File: config.mk
export PLATFORM = sky130hd
export DESIGN_NAME = id_ex_pipeline_register
export DESIGN_NICKNAME = d
export VERILOG_FILES = /design/src/rtl/id_ex_pipeline_register.sv
export SDC_FILE = /design/constraint.sdc
export NUM_CORES = 1
export LEC_CHECK = 0
export CORE_MARGIN = 2
export CORE_UTILIZATION = 41
export CTS_CLUSTER_DIAMETER = 30
export DETAILED_ROUTE_END_ITERATION = 6
export GPL_TIMING_DRIVEN = 0
export PLACE_DENSITY = 0.78
export RECOVER_POWER = 100
export SYNTH_ARGS = -nofsm -noshare
export SYNTH_HDL_FRONTEND = slang
export SYNTH_SLANG_ARGS = --single-unit
File: constraint.sdc
create_clock -name clk -period 1.6 [get_ports clk]
set_input_delay 0.16 -clock clk [delete_from_list [all_inputs] [get_ports clk]]
set_output_delay 0.16 -clock clk [all_outputs]
set_load 0.02 [all_outputs]
File: src/rtl/id_ex_pipeline_register.sv
// ID/EX pipeline register with load-use hazard detection.
// Inserts a bubble on Flush or a load-use stall. Freezes on Hold. Stalls PC and IF/ID on hazard or Hold.
module id_ex_pipeline_register #(
  parameter int unsigned DATA_W     = 32,
  parameter int unsigned REG_ADDR_W = 5
) (
  input  logic                  clk,
  input  logic                  reset,
  input  logic                  Flush,
  input  logic                  Hold,
  input  logic [REG_ADDR_W-1:0] IF_IDRegisterRs,
  input  logic [REG_ADDR_W-1:0] IF_IDRegisterRt,
  input  logic [REG_ADDR_W-1:0] IF_IDRegisterRd,
  input  logic [DATA_W-1:0]     IDReadData1,
  input  logic [DATA_W-1:0]     IDReadData2,
  input  logic [DATA_W-1:0]     IDImm,
  input  logic                  IDRegWrite,
  input  logic                  IDMemRead,
  input  logic                  IDMemWrite,
  input  logic                  IDMemtoReg,
  input  logic                  IDALUSrc,
  input  logic                  IDRegDst,
  input  logic [1:0]            IDALUOp,
  output logic [REG_ADDR_W-1:0] ID_EXRegisterRs,
  output logic [REG_ADDR_W-1:0] ID_EXRegisterRt,
  output logic [REG_ADDR_W-1:0] ID_EXRegisterRd,
  output logic [DATA_W-1:0]     ID_EXReadData1,
  output logic [DATA_W-1:0]     ID_EXReadData2,
  output logic [DATA_W-1:0]     ID_EXImm,
  output logic                  ID_EXRegWrite,
  output logic                  ID_EXMemRead,
  output logic                  ID_EXMemWrite,
  output logic                  ID_EXMemtoReg,
  output logic                  ID_EXALUSrc,
  output logic                  ID_EXRegDst,
  output logic [1:0]            ID_EXALUOp,
  output logic                  PCWrite,
  output logic                  IF_IDWrite,
  output logic                  LoadUseStall
);

  typedef struct packed {
    logic [REG_ADDR_W-1:0] rs;
    logic [REG_ADDR_W-1:0] rt;
    logic [REG_ADDR_W-1:0] rd;
    logic [DATA_W-1:0]     rd1;
    logic [DATA_W-1:0]     rd2;
    logic [DATA_W-1:0]     imm;
    logic                  reg_write;
    logic                  mem_read;
    logic                  mem_write;
    logic                  mem_to_reg;
    logic                  alu_src;
    logic                  reg_dst;
    logic [1:0]            alu_op;
  } idex_t;

  idex_t stage_q, stage_d, id_in;

  assign id_in = '{
    rs:         IF_IDRegisterRs,
    rt:         IF_IDRegisterRt,
    rd:         IF_IDRegisterRd,
    rd1:        IDReadData1,
    rd2:        IDReadData2,
    imm:        IDImm,
    reg_write:  IDRegWrite,
    mem_read:   IDMemRead,
    mem_write:  IDMemWrite,
    mem_to_reg: IDMemtoReg,
    alu_src:    IDALUSrc,
    reg_dst:    IDRegDst,
    alu_op:     IDALUOp
  };

  // A load in EX whose destination is a source of the ID instruction.
  // Register 0 is never a real dependency.
  assign LoadUseStall = stage_q.mem_read && (stage_q.rt != '0) &&
                        ((stage_q.rt == IF_IDRegisterRs) || (stage_q.rt == IF_IDRegisterRt));

  assign PCWrite    = !(LoadUseStall || Hold);
  assign IF_IDWrite = !(LoadUseStall || Hold);

  always_comb begin
    stage_d = id_in;
    if (Flush)             stage_d = '0;
    else if (Hold)         stage_d = stage_q;
    else if (LoadUseStall) stage_d = '0;
  end

  always_ff @(posedge clk) begin
    if (reset) stage_q <= '0;
    else       stage_q <= stage_d;
  end

  assign ID_EXRegisterRs = stage_q.rs;
  assign ID_EXRegisterRt = stage_q.rt;
  assign ID_EXRegisterRd = stage_q.rd;
  assign ID_EXReadData1  = stage_q.rd1;
  assign ID_EXReadData2  = stage_q.rd2;
  assign ID_EXImm        = stage_q.imm;
  assign ID_EXRegWrite   = stage_q.reg_write;
  assign ID_EXMemRead    = stage_q.mem_read;
  assign ID_EXMemWrite   = stage_q.mem_write;
  assign ID_EXMemtoReg   = stage_q.mem_to_reg;
  assign ID_EXALUSrc     = stage_q.alu_src;
  assign ID_EXRegDst     = stage_q.reg_dst;
  assign ID_EXALUOp      = stage_q.alu_op;

endmodule
==> flow_summary_export.csv <==
group,metric,value,unit
status,status,"complete, but fails checks",
synthesis,syn_inst,711,
global_routing,grt_max_degree,17,
timing,slew_viol_final,0,
layout,mostFrequentLayoutCells,"226 x clkdlybuf4s50_1, 119 x nand3b_1, 119 x nor3b_1",
route,vias,6776,
route,final_antenna_net_count,0,
place,dpl-instance-area,9280,um2
synthesis,yosys_warnings,0,
global_routing,antenna_found_initial,0,
clock_network,cts_tree,"yes",
power_and_ir_drop,totalPowerFinal,9.41,mW
place,globalplace.congestion,0.838,
layout,antenna_cells,0,
setup_path,worstRegToRegCells,7,
layout,nNetsFinal,1101,
setup_path,crit_required,1.44,ns
synthesis,synth_seq_cells,119,
clock_network,clockRootBuffer,"clkbuf_16",
setup_path,crit_arrival,1.96,ns
setup_path,startpoint_type,"flop",
route,viasPerCell,5.61,
global_routing,grt_pass1_wl,33700,um
power_and_ir_drop,p_leak,3.27,nW
timing,setup_violations,103,
clock_network,clockBufferDepth,2,
global_routing,grt-ovfl-total,0,
timing,setup_slack,-0.520,ns
timing,finalHoldViolations,0,
clock_network,clk_pin_slew_worst_paths,0.06,ns
setup_path,worst_path_max_delay_cell,"or4_4",
layout,postLayoutCellArea,10000,um2
setup_path,crit_fanout,3,
place,numPortBuffers,243,
timing,finalCriticalPeriod,2.12,ns
clock_network,clock_sinks,119,
route,initialDrtViolationCount,380,
route,firstDrtPassIters,5,
global_routing,grt_pass1_vias,6472,
synthesis,synthesis.area,6530,um2
route,wl_per_cell,18.1,um
timing,post-route-period-util,1.33,
timing,finalClockSkew,0.00943,ns
synthesis,syn_nets,834,
setup_path,worstPathCellList,"or4_4, o21ai_4, buf_6, inv_4, a21oi_4, buf_6, buf_6",
timing,maxSlewHeadroom,0.478,
floorplan,dieArea,17000,um2
min_path,whs_path_depth,3,
layout,layout-drive-gt1-share,0.146,
route,drc,0,
setup_path,endpoint_kind,"primary output",
setup_path,crit_type,"flop to primary output",
route,totalWireLength,21900,um
power_and_ir_drop,peakVddDrop,709,uV
timing,fmax,472,MHz
setup_path,cp_common_cell,"buf_6",
floorplan,ios,245,
layout,final_common_cell,"clkdlybuf4s50_1",
layout,final_core_util,0.638,
setup_path,cpPeakStageDelay,0.55,ns
global_routing,grt_usage,0.253,
timing,rsz0062_at_grt,"true",
place,hpwl,14900,um
status,violations,"setup timing",
layout,areaGrowthSynthToFinish,53.4,%
run,drv_cap,0,
floorplan,die_h,130,um
timing,worst_pin_slew,0.783,ns
clock_network,clk_latency,0.42,ns
synthesis,synth_cell_type_count,22,
synthesis,synth_seq_area_share,0.365,
floorplan,rows,46,
synthesis,syn_area_per_cell,9.19,um2
floorplan,initial_core_util,0.416,
timing,holdWs,0.338,ns
clock_network,htreeDepth,4,
power_and_ir_drop,powerDensity,939,nW/um2
floorplan,core_area,15700,um2
min_path,min_path_type,"input port to flop",
floorplan,die_x,130,um
clock_network,cts-buffers-inserted,17,
==> worst max-delay path, delay by kind of cell (launching register included) <==
family          cells  cell delay (ns)
compound gates      2             0.28
buf+inv             4             0.37
flops               1             0.35
simple gates        1             0.55
==> state kept, by name, indices dropped and copies added (netlist names) <==
register	cells
ID_EXALUOp	2
ID_EXALUSrc	1
ID_EXImm	32
ID_EXMemRead	1
ID_EXMemWrite	1
ID_EXMemtoReg	1
ID_EXReadData1	32
ID_EXReadData2	32
ID_EXRegDst	1
ID_EXRegWrite	1
ID_EXRegisterRd	5
ID_EXRegisterRs	5
ID_EXRegisterRt	5
==> metal layers <==
| layer | track usage | vias up | routed length (um) |
|---|---|---|---|
| met5 | 0 | - | 0 |
| met4 | 0.113 | 0 | 630 |
| met3 | 0.0459 | 41 | 1280 |
| met2 | 0.397 | 242 | 10400 |
| met1 | 0.339 | 3269 | 9600 |
| li1 | - | 3224 | - |
==> metrics by stage <==
step	setup TNS, ns	setup WS (ns)	cells
finish	-20.68	-0.520	1207
global route	-28.43	-0.591	1207
floorplan	-0.212	-0.166	711
global placement	-73.12	-0.971	1170
detailed placement	-74.68	-0.970	1170
CTS	-24.35	-0.590	1207
==> cell type report <==
| cell class | instances | area, um2 |
|---|---|---|
| Fill cell | 1358 | 5690 |
| Multi-Input combinational cell | 498 | 3730 |
| Timing Repair Buffer | 248 | 2430 |
| Sequential cell | 119 | 2390 |
| Buffer | 93 | 541 |
| Clock buffer | 20 | 478 |
| Tap cell | 216 | 270 |
| Clock inverter | 12 | 171 |
| Inverter | 1 | 6.26 |
==> kinds of logic (layout without fill, tap and decap cells) <==
group / count (synthesis) / in the layout / synth area share
DFF: 119 / 119 / 0.365
AOI/OAI and AO/OA: 241 / 241 / 0.271
buffers and inverters: 94 / 374 / 0.0697
xor gates and xnor gates: 10 / 10 / 0.0134
and+or+nand+nor: 247 / 247 / 0.281
==> cell usage after synthesis <==
master	count	area share
a22oi_1	89	0.10
or4_1	1	0.0011
a21oi_1	1	0.00077
nand3b_1	119	0.14
a22oi_2	30	0.057
nand2_1	2	0.0011
buf_6	11	0.019
xnor2_1	10	0.013
nor3b_1	119	0.14
o21ai_2	31	0.042
nand3_1	2	0.0015
buf_4	1	0.0011
clkbuf_1	59	0.034
o21ai_1	89	0.068
buf_2	13	0.010
buf_1	9	0.0052
dfxtp_1	119	0.36
o22ai_1	1	0.00096
or2_2	1	0.00096
and2_1	2	0.0019
inv_2	1	0.00057
nor2_1	1	0.00057
==> power breakdown <==
part	internal, mW	switching [mW]	total [mW]	leakage [nW]
Combinational	0.958	0.985	1.94	1.98
Sequential	3.17	0.129	3.29	0.981
Clock	2.77	1.40	4.17	0.313
Total	6.89	2.52	9.41	3.27
==> path summary, 6_finish.rpt <==
kind / from / slack (ns) / to
setup reg to reg: ID_EXRegisterRt[2] / -0.29 / ID_EXImm[22]
hold / removal: IDImm[23] / 0.34 / ID_EXImm[23]
hold reg to reg: ID_EXReadData2[15] / 0.49 / ID_EXReadData2[15]
setup / recovery: ID_EXRegisterRt[2] / -0.52 / PCWrite
==> repair_timing <==
| item | 4_1_cts | 5_1_grt |
|---|---|---|
| endpoints found under the setup margin | 126 | 131 |
| setup buffers | 4 | 1 |
| hold buffers | 0 | 0 |
| pin swaps | 3 | 2 |
| resized for setup | 41 | 23 |
| gates cloned | 1 | 0 |
Power figures use the tool's default switching activity.
